`config.mk`:
```
export PLATFORM = sky130hd
export DESIGN_NAME = instruction_decode
export DESIGN_NICKNAME = d
export VERILOG_FILES = /design/src/rtl/instruction_decode.sv
export SDC_FILE = /design/constraint.sdc
export NUM_CORES = 1
export LEC_CHECK = 0
export ABC_AREA = 1
export BUFFER_PORTS_ARGS = -buffer_cell sky130_fd_sc_hd__buf_2
export CAP_MARGIN = 0
export CORE_ASPECT_RATIO = 0.75
export CORE_MARGIN = 5
export CORE_UTILIZATION = 40
export DETAILED_ROUTE_END_ITERATION = 10
export PLACE_DENSITY = 0.54
export SLEW_MARGIN = 15
export SYNTH_ARGS = -nofsm -noshare
export SYNTH_HDL_FRONTEND = slang
export SYNTH_SLANG_ARGS = --single-unit
```
`constraint.sdc`:
```
create_clock -name Clk -period 4.1 [get_ports Clk]
set_input_delay 0.82 -clock Clk [delete_from_list [all_inputs] [get_ports Clk]]
set_output_delay 0.82 -clock Clk [all_outputs]
set_load 0.02 [all_outputs]
```
`src/rtl/instruction_decode.sv`:
```
// instruction_decode
//   Decode stage of the 8-bit pipelined core. It returns the jump and
//   immediate-select controls to fetch in the same cycle, latches the
//   fetched instruction into IF/ID, reads the register file and loads the
//   ID/EX register that feeds execute. It also owns the register-file write
//   port, which write-back drives.
//
// Ports
//   Clk, Reset        clock; asynchronous active-high reset
//   Instruction_Code  instruction from fetch (current cycle)
//   Imm_Data          sign-extended immediate from fetch (current cycle)
//   PCSrc, ImmSel     combinational controls returned to fetch
//   RegWrite_WB, Write_Reg_WB, Write_Data_WB   register-file write port
//   *_EX              ID/EX pipeline register outputs toward execute
module instruction_decode #(
  parameter int NUM_REGS = 8,
  parameter int WIDTH    = 8
) (
  input  logic             Clk,
  input  logic             Reset,
  input  logic [7:0]       Instruction_Code,
  input  logic [WIDTH-1:0] Imm_Data,
  output logic             PCSrc,
  output logic             ImmSel,
  input  logic             RegWrite_WB,
  input  logic [2:0]       Write_Reg_WB,
  input  logic [WIDTH-1:0] Write_Data_WB,
  output logic             Valid_EX,
  output logic [1:0]       Opcode_EX,
  output logic [2:0]       Rd_EX,
  output logic [WIDTH-1:0] Read_Data1_EX,
  output logic [WIDTH-1:0] Read_Data2_EX,
  output logic [WIDTH-1:0] Imm_EX,
  output logic             RegWrite_EX,
  output logic             ALUSrc_EX
);

  typedef enum logic [1:0] {
    OP_MOV = 2'b00,
    OP_ADD = 2'b01,
    OP_LDI = 2'b10,
    OP_JMP = 2'b11
  } opcode_e;

  // Fetch-side controls: purely combinational so fetch can redirect the PC
  // in the same cycle, which is why no flush of IF/ID is ever needed.
  opcode_e fetch_op;
  assign fetch_op = opcode_e'(Instruction_Code[7:6]);
  assign PCSrc    = (fetch_op == OP_JMP);
  assign ImmSel   = (fetch_op == OP_JMP);

  // IF/ID latch
  logic [7:0]       ifid_instr_q, ifid_instr_d;
  logic [WIDTH-1:0] ifid_imm_q,   ifid_imm_d;
  logic             ifid_valid_q, ifid_valid_d;

  always_comb begin
    ifid_instr_d = Instruction_Code;
    ifid_imm_d   = Imm_Data;
    ifid_valid_d = 1'b1;
  end

  always_ff @(posedge Clk or posedge Reset) begin
    if (Reset) begin
      ifid_instr_q <= '0;
      ifid_imm_q   <= '0;
      ifid_valid_q <= 1'b0;
    end else begin
      ifid_instr_q <= ifid_instr_d;
      ifid_imm_q   <= ifid_imm_d;
      ifid_valid_q <= ifid_valid_d;
    end
  end

  // Field extraction from the latched instruction
  opcode_e    id_op;
  logic [2:0] id_rd;
  logic [2:0] id_rs;
  assign id_op = opcode_e'(ifid_instr_q[7:6]);
  assign id_rd = ifid_instr_q[5:3];
  assign id_rs = ifid_instr_q[2:0];

  // Register file
  logic [WIDTH-1:0] regs_q [NUM_REGS];
  logic [WIDTH-1:0] regs_d [NUM_REGS];

  always_comb begin
    for (int i = 0; i < NUM_REGS; i++) begin
      regs_d[i] = regs_q[i];
    end
    if (RegWrite_WB) begin
      regs_d[Write_Reg_WB] = Write_Data_WB;
    end
  end

  // Reset is asynchronous, so a write-back arriving on the same edge that
  // Reset is asserted never lands.
  always_ff @(posedge Clk or posedge Reset) begin
    if (Reset) begin
      for (int i = 0; i < NUM_REGS; i++) begin
        regs_q[i] <= '0;
      end
    end else begin
      for (int i = 0; i < NUM_REGS; i++) begin
        regs_q[i] <= regs_d[i];
      end
    end
  end

  // Read ports with write-through bypass: a register being written this
  // cycle returns the incoming value, so decode never sees stale data.
  logic [WIDTH-1:0] rd_data1;
  logic [WIDTH-1:0] rd_data2;

  always_comb begin
    rd_data1 = regs_q[id_rd];
    rd_data2 = regs_q[id_rs];
    if (RegWrite_WB && (Write_Reg_WB == id_rd)) begin
      rd_data1 = Write_Data_WB;
    end
    if (RegWrite_WB && (Write_Reg_WB == id_rs)) begin
      rd_data2 = Write_Data_WB;
    end
  end

  // Decoded controls
  logic id_regwrite;
  logic id_alusrc;

  always_comb begin
    id_regwrite = 1'b0;
    id_alusrc   = 1'b0;
    unique case (id_op)
      OP_MOV: id_regwrite = 1'b1;
      OP_ADD: id_regwrite = 1'b1;
      OP_LDI: begin
        id_regwrite = 1'b1;
        id_alusrc   = 1'b1;
      end
      OP_JMP: id_regwrite = 1'b0;
      default: id_regwrite = 1'b0;
    endcase
    // The cleared IF/ID content after reset decodes as MOV R0,R0; gating
    // with valid keeps that bubble from claiming a register write.
    if (!ifid_valid_q) begin
      id_regwrite = 1'b0;
    end
  end

  // ID/EX register
  logic             valid_ex_q,    valid_ex_d;
  logic [1:0]       opcode_ex_q,   opcode_ex_d;
  logic [2:0]       rd_ex_q,       rd_ex_d;
  logic [WIDTH-1:0] rdata1_ex_q,   rdata1_ex_d;
  logic [WIDTH-1:0] rdata2_ex_q,   rdata2_ex_d;
  logic [WIDTH-1:0] imm_ex_q,      imm_ex_d;
  logic             regwrite_ex_q, regwrite_ex_d;
  logic             alusrc_ex_q,   alusrc_ex_d;

  always_comb begin
    valid_ex_d    = ifid_valid_q;
    opcode_ex_d   = id_op;
    rd_ex_d       = id_rd;
    rdata1_ex_d   = rd_data1;
    rdata2_ex_d   = rd_data2;
    imm_ex_d      = ifid_imm_q;
    regwrite_ex_d = id_regwrite;
    alusrc_ex_d   = id_alusrc;
  end

  always_ff @(posedge Clk or posedge Reset) begin
    if (Reset) begin
      valid_ex_q    <= 1'b0;
      opcode_ex_q   <= '0;
      rd_ex_q       <= '0;
      rdata1_ex_q   <= '0;
      rdata2_ex_q   <= '0;
      imm_ex_q      <= '0;
      regwrite_ex_q <= 1'b0;
      alusrc_ex_q   <= 1'b0;
    end else begin
      valid_ex_q    <= valid_ex_d;
      opcode_ex_q   <= opcode_ex_d;
      rd_ex_q       <= rd_ex_d;
      rdata1_ex_q   <= rdata1_ex_d;
      rdata2_ex_q   <= rdata2_ex_d;
      imm_ex_q      <= imm_ex_d;
      regwrite_ex_q <= regwrite_ex_d;
      alusrc_ex_q   <= alusrc_ex_d;
    end
  end

  assign Valid_EX      = valid_ex_q;
  assign Opcode_EX     = opcode_ex_q;
  assign Rd_EX         = rd_ex_q;
  assign Read_Data1_EX = rdata1_ex_q;
  assign Read_Data2_EX = rdata2_ex_q;
  assign Imm_EX        = imm_ex_q;
  assign RegWrite_EX   = regwrite_ex_q;
  assign ALUSrc_EX     = alusrc_ex_q;

endmodule
```
== Word-level counts from Yosys, hierarchy flattened ==
Cells that the tools add are included.
Operators by class
  bitwise logic cells: 3
  reduce and logical (&&, ||, !) cells: 5
  equality and inequality tests: 6
  magnitude comparators: 4
  multiplexer cells: 14
Operators with widths (count)
  bitwise mux 64 bit: 1
  2-to-1 mux 8 bit: 7
  binary-select mux 8 bit (select 3 bit): 2
  demux 8 bit (select 3 bit): 1
  greater-or-equal comparator 4 bit, second input constant: 3
  NOT 3 -> 4 bit: 3
  equality test 2 bit, second input constant: 3
  equality test 3 bit: 2
  less-than comparator 4 x 1 -> 1 bit, second input constant: 1
  logical AND 1 bit: 3
  OR reduction 3 bit: 1
  equality test 2 x 1 -> 1 bit, second input constant: 1
  zero test 2 bit: 1
  2-to-1 mux 1 bit: 2
  case mux 1 bit (2 select lines): 1
Word-level totals
  output and inout bits: 34
  logic and storage cells: 51
  bits of input ports: 30
  flip-flop bits (word level): 113

== Depth between registers and ports, before layout ==
  word-level depth: 6
  depth in mapped cells: 9
  mapped depth without buffers: 8

== Worst setup path after synthesis ==
No wires, ideal clock.
  path kind: input -> output
  from: in Instruction_Code[6]
  to: out PCSrc
  arrival: 1.180 ns
  cell stages on the path: 3
  data required time: 3.280 ns
  path slack: 2.100 ns
  path through: nand2_1 inv_1 buf_4
On the way
  longest elaborated chain between the ends: 1
Ends and longest elaborated chain
  from (decl): line 21  | input logic [7:0] Instruction_Code,
  equality test 2 bit
  to (decl): line 23  | output logic PCSrc,
No other way between the ends.

== Final worst setup path ==
  from: reg ifid_instr_q[0]
  to: reg rdata2_ex_q[3] (netlist: Read_Data2_EX[3])
On the way
  longest elaborated chain between the ends: 5
Ends and longest elaborated chain
  from (decl): line 53  | logic [7:0] ifid_instr_q, ifid_instr_d;
  from (signal assigned): line 69  | ifid_instr_q <= ifid_instr_d;
  NOT 3 -> 4 bit (implied by the code): line 117  | rd_data2 = regs_q[id_rs];
  binary-select mux 8 bit (select 3 bit): line 117
  2-to-1 mux 8 bit (implied by the code) (2 in a row): line 117
  2-to-1 mux 8 bit (*): line 121  | if (RegWrite_WB && (Write_Reg_WB == id_rs)) begin
  via rd_data2[3]: line 113  | logic [WIDTH-1:0] rd_data2;
  to (signal assigned): line 186  | rdata2_ex_q <= rdata2_ex_d;
  to (decl): line 155  | logic [WIDTH-1:0] rdata2_ex_q, rdata2_ex_d;
Mark *: on every way through the listed nets, which the timed path passes. The rest lies on a longest branch. The select of a mux whose other input is x is not followed.
A chain may end at the register's enable or synchronous reset.

==> results.cfg <==
[place]
gp_congestion = 0.837
dp_hpwl_mm = 9.98
port_buffers = 63
place_inst = 882

[cells_and_area]
nets = 760
multi_input_area_sq_um = 1930
antennaDiodeCount = 0
fin_cells = 914
drive_gt1_share_pct = 15.7
fillers = 1292
area_delta_synth_final_pct = 19.1
seq_area_sq_um = 2830

[logic_synthesis]
syn-num-nets = 703
seq_area_frac_synth_pct = 53.7
synth_edf_count = 0
synth_top_area_share_pct = 53.7
postSynthCellCount = 673
avgSynthCellArea_sq_um = 7.82
synth_async_sr_flop_share_pct = 100
netlist_top_cells_area = dfrtp_1 (54%), nand2_1 (18%), nand3_1 (10%), o21ai_0 (5.8%), inv_1 (5.5%)
yosysMostFrequentCell = nand2_1
ys_types = 18
synth-seq-cells = 113
synth_common_cells = nand2_1 (250), dfrtp_1 (113), nand3_1 (109)
synth_top_flop_cell = dfrtp_1
yosysWarnings = 0
synthesis.area_sq_um = 5260
netlist.top_cell.by_area = dfrtp_1

[floorplanning]
coreArea_sq_um = 12900
die_w_microns = 142
ios = 64
start_util_pct = 40.7
die_area_sq_um = 15600
rows = 36
die_h_microns = 109

[min_path]
min_delay_path_depth = 0
hp-class = reg2reg

[timing]
slew_headroom_pct = 29.3
report.final.slew_viol_count = 0
finalCriticalPeriod_ns = 2.24
maxClockFrequency_mhz = 446
setup_tns_ns = 0
setup_violations = 0
finClkSkew_ns = 0.00686
rsz0062_at_grt = no
worst_pin_slew_ns = 1.06
hold_viol = 0
fin_crit_sh_pct = 54.7

[clock_network]
cts_buffers = 17
clk_pin_slew_worst_paths_ns = 0.05
post_cts_buffers = 0
cts.repair.resized = 0
cts_tree = built
cts.sinks = 113
cts_max_path_buffers = 2
clkLatencyLatePin_ns = 0.41
postCtsHoldBufs = 0
htree_levels = 4
clock-root-buffer = clkbuf_16

[drt]
drcViolationCount = 0
firstDrtPassIters = 7
ant_nets = 0
num_vias = 4517
routedWlPerCell_microns = 15.8
drt_iter0_markers = 322
viasPerCell = 4.94
drt-total-wl_mm = 14.4

[critical_path]
worstPathCellList = buf_4 -> inv_1 -> nand2_1 -> nand2_1 -> nor2_1 -> nand2_2 -> inv_2 -> nand2_1 -> nand2_1
crit_fanout = 34
path_buf_inv = 3
r2r_cells = 9
crit_slowest_cell = inv_1
path_class = reg2reg
cp.depth = 9
critPathTopFamily = buffers and inverters
cpPeakStageDelay_ns = 0.81
required_ns = 4.39
crit_path_frequent_cell = nand2_1
endpoint_kind = register
start_kind = register
crit_arrival_ns = 2.53

[run]
cap_violations = 0

[status]
status = complete, no violations

[global_route]
grt_antenna_before_repair = 0
grt_max_degree = 58
grt_usage_pct = 20.1
grt-ovfl-total = 0
grt_pass1_vias = 4821
grt_pass1_wl_mm = 24.2

[power_and_ir_drop]
power.density_nw_per_um2 = 552
ir_worst_vdd_mv = 0.339
power_leakage_nw = 3.31
-- flip-flops by register name, summed over array words and instances, names as in the netlist, 2 cells and up --
signal,cells
regs_q,64
Imm_EX,8
Read_Data1_EX,8
Read_Data2_EX,8
ifid_imm_q,8
ifid_instr_q,8
Rd_EX,3
Opcode_EX,2
-- report_power, final --
part | internal, mW | switching [mW]
sequential | 1.28 | 0.0884
combinational | 0.180 | 0.366
clock | 1.04 | 0.505
-- metal layers --
layer / wire length, microns / GRT usage, % / vias to the layer above
met4: 295 / 7.06 / 0
met5: 0 / 0 / -
li1: - / - / 2213
met1: 6590 / 25.5 / 2154
met2: 6860 / 33.3 / 121
met3: 681 / 5.57 / 29
-- cell type report --
cell class / instances / share of cell area (%)
clock buffers: 21 / 7.34
flip-flops and latches: 113 / 45.1
inverters: 84 / 5.07
well taps: 171 / 3.41
clock inverters: 11 / 2.55
multi-input cells: 445 / 30.8
repair buffers: 69 / 5.75
-- cell usage in the layout, fill, tap and decap left out --
cell type and instances:
clkbuf_16 17, buf_4 6, clkinv_2 5, clkinvlp_4 2, buf_2 63, nand3_1 109
conb_1 1, bufinv_16 4, o21ai_1 3, nand2_2 8, inv_1 76, o21ai_0 61
nor2_1 10, a21boi_0 1, dfrtp_1 113, nor3_4 1, clkbuf_8 2, nor2_4 1
inv_2 7, inv_4 1, clkbuf_1 2, nand2_1 250
-- cells by family (layout without fill, tap and decap cells) --
family | Yosys count | in the layout | synth area share, %
other | 1 | 1 | 0.0712
DFF | 113 | 113 | 53.7
buffers and inverters | 115 | 185 | 9.60
and+or+nand+nor | 379 | 379 | 30.4
AOI/OAI and AO/OA | 65 | 65 | 6.23
-- metrics by stage --
| stage | setup slack, ns | util [%] | cell area (sq um) | power [mW] | hold slack, ns |
|---|---|---|---|---|---|
| global placement | 1.95 | 43.7 | 5650 | 1.91 | 0.332 |
| CTS | 1.86 | 48.5 | 6270 | 3.49 | 0.347 |
| global route | 1.66 | 48.5 | 6270 | 3.65 | 0.354 |
| detailed placement | 1.86 | 43.7 | 5650 | 1.93 | 0.336 |
| floorplan | 0.293 | - | 5260 | 1.75 | 0.331 |
| finish | 1.86 | 48.5 | 6270 | 3.46 | 0.344 |
-- final timing paths --
| path | startpoint | endpoint | slack [ns] |
|---|---|---|---|
| setup reg to reg | ifid_instr_q[0] | Read_Data2_EX[3] | 1.86 |
| setup / recovery | ifid_instr_q[0] | Read_Data2_EX[3] | 1.86 |
| hold / removal | ifid_imm_q[5] | Imm_EX[5] | 0.34 |
| min in group asynchronous | Reset | Imm_EX[1] | 0.54 |
| max in group asynchronous | Reset | regs_q[23] | 2.69 |
| hold reg to reg | ifid_imm_q[5] | Imm_EX[5] | 0.34 |
(Power assumes the default switching activity.)
